**src/rtl/mbc1_bank_trace.sv**
```systemverilog
// mbc1_bank_trace: records every MBC1 low-bank-register write (0x2000-0x3FFF)
// into a small circular history, keeps write/zero statistics and watches the
// written bank values for a three-value unlock sequence.
//
// Build option: define MBC1_TRACE_FIXUP_EN to store the effective MBC1 bank
// (a written low value of 0 is stored as 1). Without it entries are stored raw.
// The zero flag and the unlock FSM always look at the raw written value.
//
// Interface timing: there is no handshake. Every rising edge of ROM_BANK_CLK
// is exactly one completed bank write; GB_DQ and BANK_HI are sampled on that
// edge. The history, counters, zero flag and FSM all update on the same edge.
// RD_IDX -> RD_DATA/RD_VALID is purely combinational.
module mbc1_bank_trace #(
  parameter int         DEPTH     = 8,
  parameter logic [4:0] UNLOCK_B0 = 5'h15,
  parameter logic [4:0] UNLOCK_B1 = 5'h0A,
  parameter logic [4:0] UNLOCK_B2 = 5'h1F
) (
  input  logic        ROM_BANK_CLK,
  input  logic        GB_RST,
  input  logic [7:0]  GB_DQ,
  input  logic [1:0]  BANK_HI,
  input  logic [2:0]  RD_IDX,
  output logic [6:0]  RD_DATA,
  output logic        RD_VALID,
  output logic [3:0]  WR_COUNT,
  output logic [15:0] TOTAL_WRITES,
  output logic        ZERO_SEEN,
  output logic        UNLOCK,
  output logic [1:0]  SEQ_STATE
);

  localparam int PW = $clog2(DEPTH);

  typedef enum logic [1:0] {
    IDLE     = 2'd0,
    GOT1     = 2'd1,
    GOT2     = 2'd2,
    UNLOCKED = 2'd3
  } seq_state_t;

  // History storage is deliberately not reset; validity comes from wr_count_q.
  logic [6:0]    mem_q [DEPTH];
  logic [PW-1:0] wp_q, wp_d;
  logic [3:0]    wr_count_q, wr_count_d;
  logic [15:0]   total_q, total_d;
  logic          zero_q, zero_d;
  seq_state_t    state_q, state_d;

  logic [4:0]    raw_v;
  logic [4:0]    store_v;
  logic          raw_zero;
  logic [6:0]    entry;
  logic [PW-1:0] rd_ptr;
  logic          unused_dq;

  // Upper data bits are not part of the MBC1 low bank register.
  assign unused_dq = ^GB_DQ[7:5];

  assign raw_v    = GB_DQ[4:0];
  assign raw_zero = (raw_v == 5'd0);

`ifdef MBC1_TRACE_FIXUP_EN
  // MBC1 maps a written low value of 0 to bank 1; store what the cart selects.
  assign store_v = raw_zero ? 5'd1 : raw_v;
`else
  assign store_v = raw_v;
`endif

  assign entry = {BANK_HI, store_v};

  // Next-state for pointer, counters and sticky zero flag.
  always_comb begin
    wp_d       = wp_q + PW'(1);
    wr_count_d = (wr_count_q == 4'(DEPTH)) ? wr_count_q : wr_count_q + 4'd1;
    total_d    = (&total_q) ? total_q : total_q + 16'd1;
    zero_d     = zero_q | raw_zero;
  end

  // Unlock sequence FSM next-state; UNLOCKED is absorbing until reset.
  always_comb begin
    state_d = state_q;
    case (state_q)
      IDLE: begin
        if (raw_v == UNLOCK_B0) state_d = GOT1;
        else                    state_d = IDLE;
      end
      GOT1: begin
        if      (raw_v == UNLOCK_B1) state_d = GOT2;
        else if (raw_v == UNLOCK_B0) state_d = GOT1;
        else                         state_d = IDLE;
      end
      GOT2: begin
        if      (raw_v == UNLOCK_B2) state_d = UNLOCKED;
        else if (raw_v == UNLOCK_B0) state_d = GOT1;
        else                         state_d = IDLE;
      end
      UNLOCKED: state_d = UNLOCKED;
      default:  state_d = IDLE;
    endcase
  end

  // Control/status registers, cleared asynchronously while GB_RST is low.
  always_ff @(posedge ROM_BANK_CLK or negedge GB_RST) begin
    if (!GB_RST) begin
      wp_q       <= '0;
      wr_count_q <= '0;
      total_q    <= '0;
      zero_q     <= 1'b0;
      state_q    <= IDLE;
    end else begin
      wp_q       <= wp_d;
      wr_count_q <= wr_count_d;
      total_q    <= total_d;
      zero_q     <= zero_d;
      state_q    <= state_d;
    end
  end

  // History write: one entry per bank write at the current write pointer.
  always_ff @(posedge ROM_BANK_CLK) begin
    mem_q[wp_q] <= entry;
  end

  // Read port: index 0 is the most recent write, counting back in time.
  always_comb begin
    rd_ptr   = wp_q - PW'(1) - PW'(RD_IDX);
    RD_VALID = ({1'b0, RD_IDX} < wr_count_q);
    RD_DATA  = RD_VALID ? mem_q[rd_ptr] : 7'd0;
  end

  assign WR_COUNT     = wr_count_q;
  assign TOTAL_WRITES = total_q;
  assign ZERO_SEEN    = zero_q;
  assign SEQ_STATE    = state_q;
  assign UNLOCK       = (state_q == UNLOCKED);

endmodule
```
**config.mk**
```make
export PLATFORM = sky130hd
export DESIGN_NAME = mbc1_bank_trace
export DESIGN_NICKNAME = d
export VERILOG_FILES = /design/src/rtl/mbc1_bank_trace.sv
export SDC_FILE = /design/constraint.sdc
export NUM_CORES = 1
export LEC_CHECK = 0
export CORE_MARGIN = 1
export CORE_UTILIZATION = 55
export CTS_BUF_LIST = sky130_fd_sc_hd__clkbuf_8 sky130_fd_sc_hd__clkbuf_16
export DETAILED_ROUTE_END_ITERATION = 10
export PLACE_DENSITY = 0.85
export REMOVE_ABC_BUFFERS = 1
export SLEW_MARGIN = 20
export SYNTH_ARGS = -nofsm -noshare
export SYNTH_HDL_FRONTEND = slang
export SYNTH_SLANG_ARGS = --single-unit
```
**constraint.sdc**
```tcl
create_clock -name ROM_BANK_CLK -period 6.4 [get_ports ROM_BANK_CLK]
set_input_delay 0.96 -clock ROM_BANK_CLK [delete_from_list [all_inputs] [get_ports ROM_BANK_CLK]]
set_output_delay 0.96 -clock ROM_BANK_CLK [all_outputs]
set_load 0.02 [all_outputs]
```
==> flow_summary.yaml, run 1 <==
timing:
  hold_viol_final: 0
  fin_setup_tns_ns: 0
  relSlewSlack: 0.4136
  period_needed_ns: 4.804
  fin_skew_ns: 0.01193
  setup_viol: 0
  rsz0062_at_grt: "false"
  worst_pin_slew_ns: 0.8796
  maxSlewViolCount: 0
  clock.fmax_ghz: 0.2082
  fin_crit_sh: 0.7506
synth:
  synth_cell_types: 38
  synth_top_area_frac: 0.4761
  dominantRegCellSynth: "edfxtp_1"
  yosysMostFrequentCell: "edfxtp_1"
  synth_top_area_cell: "edfxtp_1"
  async_reset_ff_frac: 0.3171
  syn_avg_cell_area_um2: 15.98
  synth_warnings: 0
  synthCells: 221
  synth_commonest_cells: "edfxtp_1 (56), dfrtp_1 (26), mux4_2 (14)"
  yosys-top-cells-area: "edfxtp_1 (48%), dfrtp_1 (18%), mux4_2 (8.9%)"
  syn_area_mm2: 0.003532
  seq_area_frac_synth: 0.6603
  yosys_register_bits: 82
  synth_edf_count: 56
run_status:
  run_status: "finished, final reports clean"
cts:
  cts.reportedPaths.clkPinSlew_ns: 0.07
  cts_buffers: 9
  clockBufferDepth: 2
  htreeDepth: 3
  clock_latency_ns: 0.35
  cts_tree: "yes"
  cts_hold_buf: 0
  cts.sinks: 82
  post_cts_buffers: 0
  cts.repair.resized: 0
  clock-root-buffer: "clkbuf_8"
worst_setup_path:
  slowest_delay_ns: 0.94
  rr_worst_depth: 5
  worstSetupStartpoint: "RD_IDX[0]"
  reg2reg_to: "TOTAL_WRITES[1]"
  setup.worst_path.class: "in2out"
  end_kind: "output pin"
  required_ns: 5.44
  r2r_start: "TOTAL_WRITES[0]"
  crit_top_cell: "clkdlybuf4s50_1"
  endpoint: "RD_DATA[1]"
  slowest_stage: "fa_1"
  reg2reg_setup_slack_ns: 4.54
  cp-start-kind: "primary input"
  cp_max_fo: 14
  critical_path_arrival_ns: 3.84
  path_cells: "clkdlybuf4s50_1, inv_1, ha_1, fa_1, mux4_2, mux2i_1, a21oi_1, clkdlybuf4s50_1"
power:
  leakage_nw: 1.556
  p_seq_frac: 0.583
  p_sw_uw: 220.2
  power_frac_clock: 0.337
  power_frac_comb: 0.080
  p_int_uw: 760.2
  p_per_area_mw_per_mm2: 231.1
  ir_worst_vdd_uv: 190.4
  power_switching_share: 0.2246
finish:
  antenna_cells: 0
  area_growth_pct: 20.09
  design_area_mm2: 0.004242
  drive_gt1_frac: 0.1571
  nNetsFinal: 298
placed_design:
  io_buffers: 43
  post-dp-hpwl_um: 4378
  post_dp_cell_area_mm2: 0.004063
  gp_congestion: 0.7422
detailed_routing:
  drc: 0
  drtIter0Drc: 123
  drtPass1Iterations: 4
  wl_per_cell_um: 18.09
  drt_wl_total_um: 6422
  vias: 2044
  ant_nets: 0
  vias_per_cell: 5.758
global_route:
  grt_pass1_vias: 2030
  use_met2: 0.3504
  antenna_found_initial: 0
  grt_pass1_wl_um: 10030
  met3_usage: 0.04396
  overflow: 0
  grt_max_degree: 27
  grt_use_met1: 0.2787
  grt_usage: 0.2159
  busiest_layer: "met2"
hold_path:
  hold_class: "reg2reg"
floorplanning:
  dieArea_mm2: 0.006746
  fp-row-count: 28
  core_mm2: 0.006061
  ioPinCount: 47
  die_h_um: 82.14
  initial_core_util: 0.5828
  die_w_um: 82.14
flow_run:
  max_cap_violations: 0
## cell usage in the layout, fill, tap and decap left out, types with 2 or more instances in the layout
cell / count
xnor2_1: 13
buf_4: 6
nand4_1: 3
xor2_1: 2
inv_1: 8
nor2_1: 6
o21ai_1: 3
and3_1: 6
o2111ai_1: 3
o211ai_1: 2
dfrtp_1: 26
ha_1: 7
o21ai_0: 5
a21oi_1: 7
edfxtp_1: 56
clkbuf_8: 10
mux2i_1: 7
mux2_2: 5
mux4_2: 14
nand2_1: 11
a21o_1: 3
nand3_1: 7
clkinvlp_4: 2
clkdlybuf4s50_1: 43
nor3_1: 5
nor3b_1: 3
nand2b_1: 2
## critical path, delay by kind of cell
family	cells	cell delay, ns
buf+inv	3	1.16
mux	2	0.40
fa+ha+maj	2	1.15
compound gates	1	0.17
## state kept, by name (all words and copies together), names as in the netlist
signal	count
ZERO_SEEN	1
TOTAL_WRITES	16
wp_q	3
mem_q	56
SEQ_STATE	2
WR_COUNT	4
## cell type report
cell class	count	area (um^2)
tap	75	93.84
timing repair buffer	49	475.5
clock buffer	10	137.6
fill	404	1819
clock inverter	6	41.29
sequential	82	2332
inverter	8	30.03
multi-input combinational	125	1131
## power by group through the flow
| stage | clock (mW) | sequential, mW | combinational [mW] |
|---|---|---|---|
| after floorplan | 0 | 0.585 | 0.0404 |
| after detailed placement | 0 | 0.583 | 0.0791 |
| after global routing | 0.353 | 0.572 | 0.0836 |
| after global placement | 0 | 0.583 | 0.0777 |
| final | 0.331 | 0.572 | 0.0781 |
| after CTS | 0.337 | 0.572 | 0.0794 |
## metal layers
| layer | up-vias | share of wire |
|---|---|---|
| met5 | - | 0 |
| met4 | 0 | 0.014 |
| met3 | 8 | 0.055 |
| met2 | 62 | 0.52 |
| met1 | 1021 | 0.41 |
| li1 | 953 | - |
## worst min-delay path by stage
stage	cells after the start	startpoint	to	slack (ns)
finish	1	ZERO_SEEN	ZERO_SEEN	0.46
global route	1	ZERO_SEEN	ZERO_SEEN	0.48
CTS	1	ZERO_SEEN	ZERO_SEEN	0.47
detailed placement	1	ZERO_SEEN	ZERO_SEEN	0.45
global placement	1	ZERO_SEEN	ZERO_SEEN	0.45
floorplan	1	wp_q[0]	wp_q[0]	0.56
## kinds of logic (layout without fill, tap and decap cells)
| kind of cell | after synthesis | in the layout | synth area share |
|---|---|---|---|
| compound gates | 24 | 24 | 0.04215 |
| mux | 27 | 27 | 0.1282 |
| fa+ha+maj | 8 | 8 | 0.03046 |
| xor+xnor | 16 | 16 | 0.04180 |
| flops | 82 | 82 | 0.6603 |
| simple gates | 50 | 50 | 0.07758 |
| buf+inv | 14 | 73 | 0.01948 |
## per-stage QoR
stage | worst slack, ns | power, mW | utilization | hold slack, ns | instances
after floorplan | 2.799 | 0.6251 | - | 0.5641 | 215
after global placement | 1.597 | 0.6608 | 0.6703 | 0.4453 | 339
after detailed placement | 1.575 | 0.6624 | 0.6703 | 0.4459 | 339
after CTS | 1.577 | 0.9880 | 0.6998 | 0.4676 | 355
after global routing | 1.485 | 1.009 | 0.6998 | 0.4760 | 355
final | 1.596 | 0.9804 | 0.6998 | 0.4608 | 355
Power figures use the tool's default switching activity.
==> inputs of run 2 (changes only) <==
Settings changed: CORE_UTILIZATION 55 to 49, PLACE_DENSITY 0.85 to 0.8.
Clock period 6.4 ns to 4.1 ns, I/O delays scaled along.
==> run 2 against run 1 <==
Register-to-register slack got worse by 2.3 ns. Critical path depth rose by 1. First-iteration DRC count fell by 56%. Via count fell by 0.93%. Die area rose by 12%. Routed wire length rose by 0.33%. Hold slack got worse by 0.21 ns. Non-clock buffer count rose by 1. Global-route usage fell by 2.7 points. Clock power rose by 77%. Utilization fell by 7.2 points. Clock skew fell by 0.0042 ns.
==> flow_summary.yaml, run 2 (synthesis results as in run 1) <==
cts:
  cts.reportedPaths.clkPinSlew_ns: 0.08
  clock-root-buffer: "clkbuf_8"
  htreeDepth: 3
  cts_hold_buf: 0
  cts_tree: "yes"
  cts.sinks: 82
  clockBufferDepth: 2
  cts.repair.resized: 0
  cts_buffers: 9
  clock_latency_ns: 0.35
  post_cts_buffers: 0
power:
  p_int_mw: 1.240
  p_sw_uw: 363.5
  p_seq_frac: 0.557
  p_total_mw: 1.603
  p_per_area_mw_per_mm2: 371.7
  power_frac_clock: 0.366
  power_frac_comb: 0.078
  ir_worst_vdd_uv: 203.4
  power_switching_share: 0.2268
  leakage_nw: 1.584
worst_setup_path:
  rr_worst_depth: 5
  end_kind: "output pin"
  reg2reg_to: "TOTAL_WRITES[1]"
  r2r_start: "TOTAL_WRITES[0]"
  required_ns: 3.48
  setup.worst_path.class: "in2out"
  reg2reg_setup_slack_ns: 2.25
  cp_max_fo: 7
  slowest_stage: "clkdlybuf4s50_1"
  critical_path_arrival_ns: 3.21
  slowest_delay_ns: 0.63
  path_cells: "clkdlybuf4s50_1, inv_1, ha_1, fa_1, xor2_1, xnor2_4, mux2i_1, a21oi_1, clkdlybuf4s50_1"
  crit_top_cell: "clkdlybuf4s50_1"
  cp-start-kind: "primary input"
finish:
  largest_reg_flops: 56
  nNetsFinal: 299
  top_register: "mem_q"
  layout_commonest_cell: "edfxtp_1"
  antenna_cells: 0
  area_growth_pct: 22.10
  drive_gt1_frac: 0.1744
  final_cell_mix: "edfxtp_1 (56), clkdlybuf4s50_1 (42), dfrtp_1 (26), mux4_2 (14), xnor2_1 (13)"
timing:
  clock.fmax_ghz: 0.2611
  rsz0062_at_grt: "false"
  period_needed_ns: 3.830
  fin_setup_tns_ns: 0
  fin_skew_ns: 0.007710
  relSlewSlack: 0.5507
  worst_pin_slew_ns: 0.6715
  maxSlewViolCount: 0
  fin_crit_sh: 0.9341
  hold_viol_final: 0
  setup_viol: 0
run_status:
  run_status: "finished, final reports clean"
detailed_routing:
  wl_per_cell_um: 17.09
  vias_per_cell: 5.371
  vias: 2025
  drtIter0Drc: 54
  drtPass1Iterations: 4
  ant_nets: 0
  drc: 0
  drt_wl_total_um: 6443
floorplanning:
  dieArea_mm2: 0.007552
  initial_core_util: 0.5142
  core_mm2: 0.006869
  fp-row-count: 30
  ioPinCount: 47
  die_h_um: 86.90
  die_w_um: 86.90
global_route:
  grt_pass1_wl_um: 10100
  grt_usage: 0.1891
  antenna_found_initial: 0
  grt_pass1_vias: 2026
  grt_max_degree: 27
  overflow: 0
placed_design:
  gp_congestion: 0.7983
  post-dp-hpwl_um: 4240
  io_buffers: 43
hold_path:
  hold_class: "in2async"
flow_run:
  max_cap_violations: 0
[run 2: cell types whose count changed in the layout (fill, tap and decap cells not counted), sizes merged]
cell,previous run,this run
clkbuf,10,9
buf,6,8
bufinv,0,1
clkinv,3,2
clkdlybuf4s50,43,42
inv,9,11
clkinvlp,2,1
[run 2: worst max-delay path by stage]
| stage | slack [ns] | cells past startpoint | from | endpoint |
|---|---|---|---|---|
| after CTS | 0.06 | 9 | RD_IDX[0] | RD_DATA[2] |
| after global placement | 0.1 | 9 | RD_IDX[0] | RD_DATA[2] |
| after detailed placement | 0.08 | 9 | RD_IDX[0] | RD_DATA[2] |
| after floorplan | 1.19 | 6 | RD_IDX[0] | RD_DATA[0] |
| final | 0.27 | 9 | RD_IDX[0] | RD_DATA[2] |
| after global routing | 0.13 | 9 | RD_IDX[0] | RD_DATA[2] |
[run 2: critical path, delay by kind of cell]
family,cells,cell delay (ns)
multiplexers,1,0.16
buffers and inverters,3,1.15
adder cells (fa/ha/maj),2,0.57
AO/OA/AOI/OAI,1,0.14
XOR/XNOR,2,0.58
[run 2: metal layers]
metal,up-vias,track usage,part of all wire
li1,959,-,-
met1,1007,0.2351,0.45
met2,45,0.3092,0.48
met3,14,0.03791,0.037
met4,0,0.1106,0.028
met5,-,0,0
[run 2: power by group through the flow]
stage                     sequential, mW  clock [mW]  combinational, mW
final                              0.893       0.586              0.125
after global routing               0.893       0.633              0.135
after CTS                          0.892       0.597              0.125
after detailed placement           0.911           0              0.125
after global placement             0.910           0              0.123
after floorplan                    0.913           0             0.0630
[run 2: stage by stage]
stage               utilization  cells  hold slack (ns)  instance area (um^2)  setup slack, ns
floorplan                     -    215           0.3194                  3493            1.189
global placement         0.5964    361           0.4515                  4096          0.09991
detailed placement       0.5956    361           0.4599                  4091          0.07781
CTS                      0.6248    377           0.2645                  4292          0.06359
global route             0.6279    377           0.2972                  4313           0.1271
finish                   0.6279    377           0.2517                  4313           0.2702
[run 2: cell type report]
cell class,count,area (um^2)
Timing Repair Buffer,50,478.0
Tap cell,96,120.1
Multi-Input combinational cell,125,1152
Sequential cell,82,2332
Clock inverter,7,76.32
Fill cell,527,2556
Inverter,8,30.03
Clock buffer,9,123.9
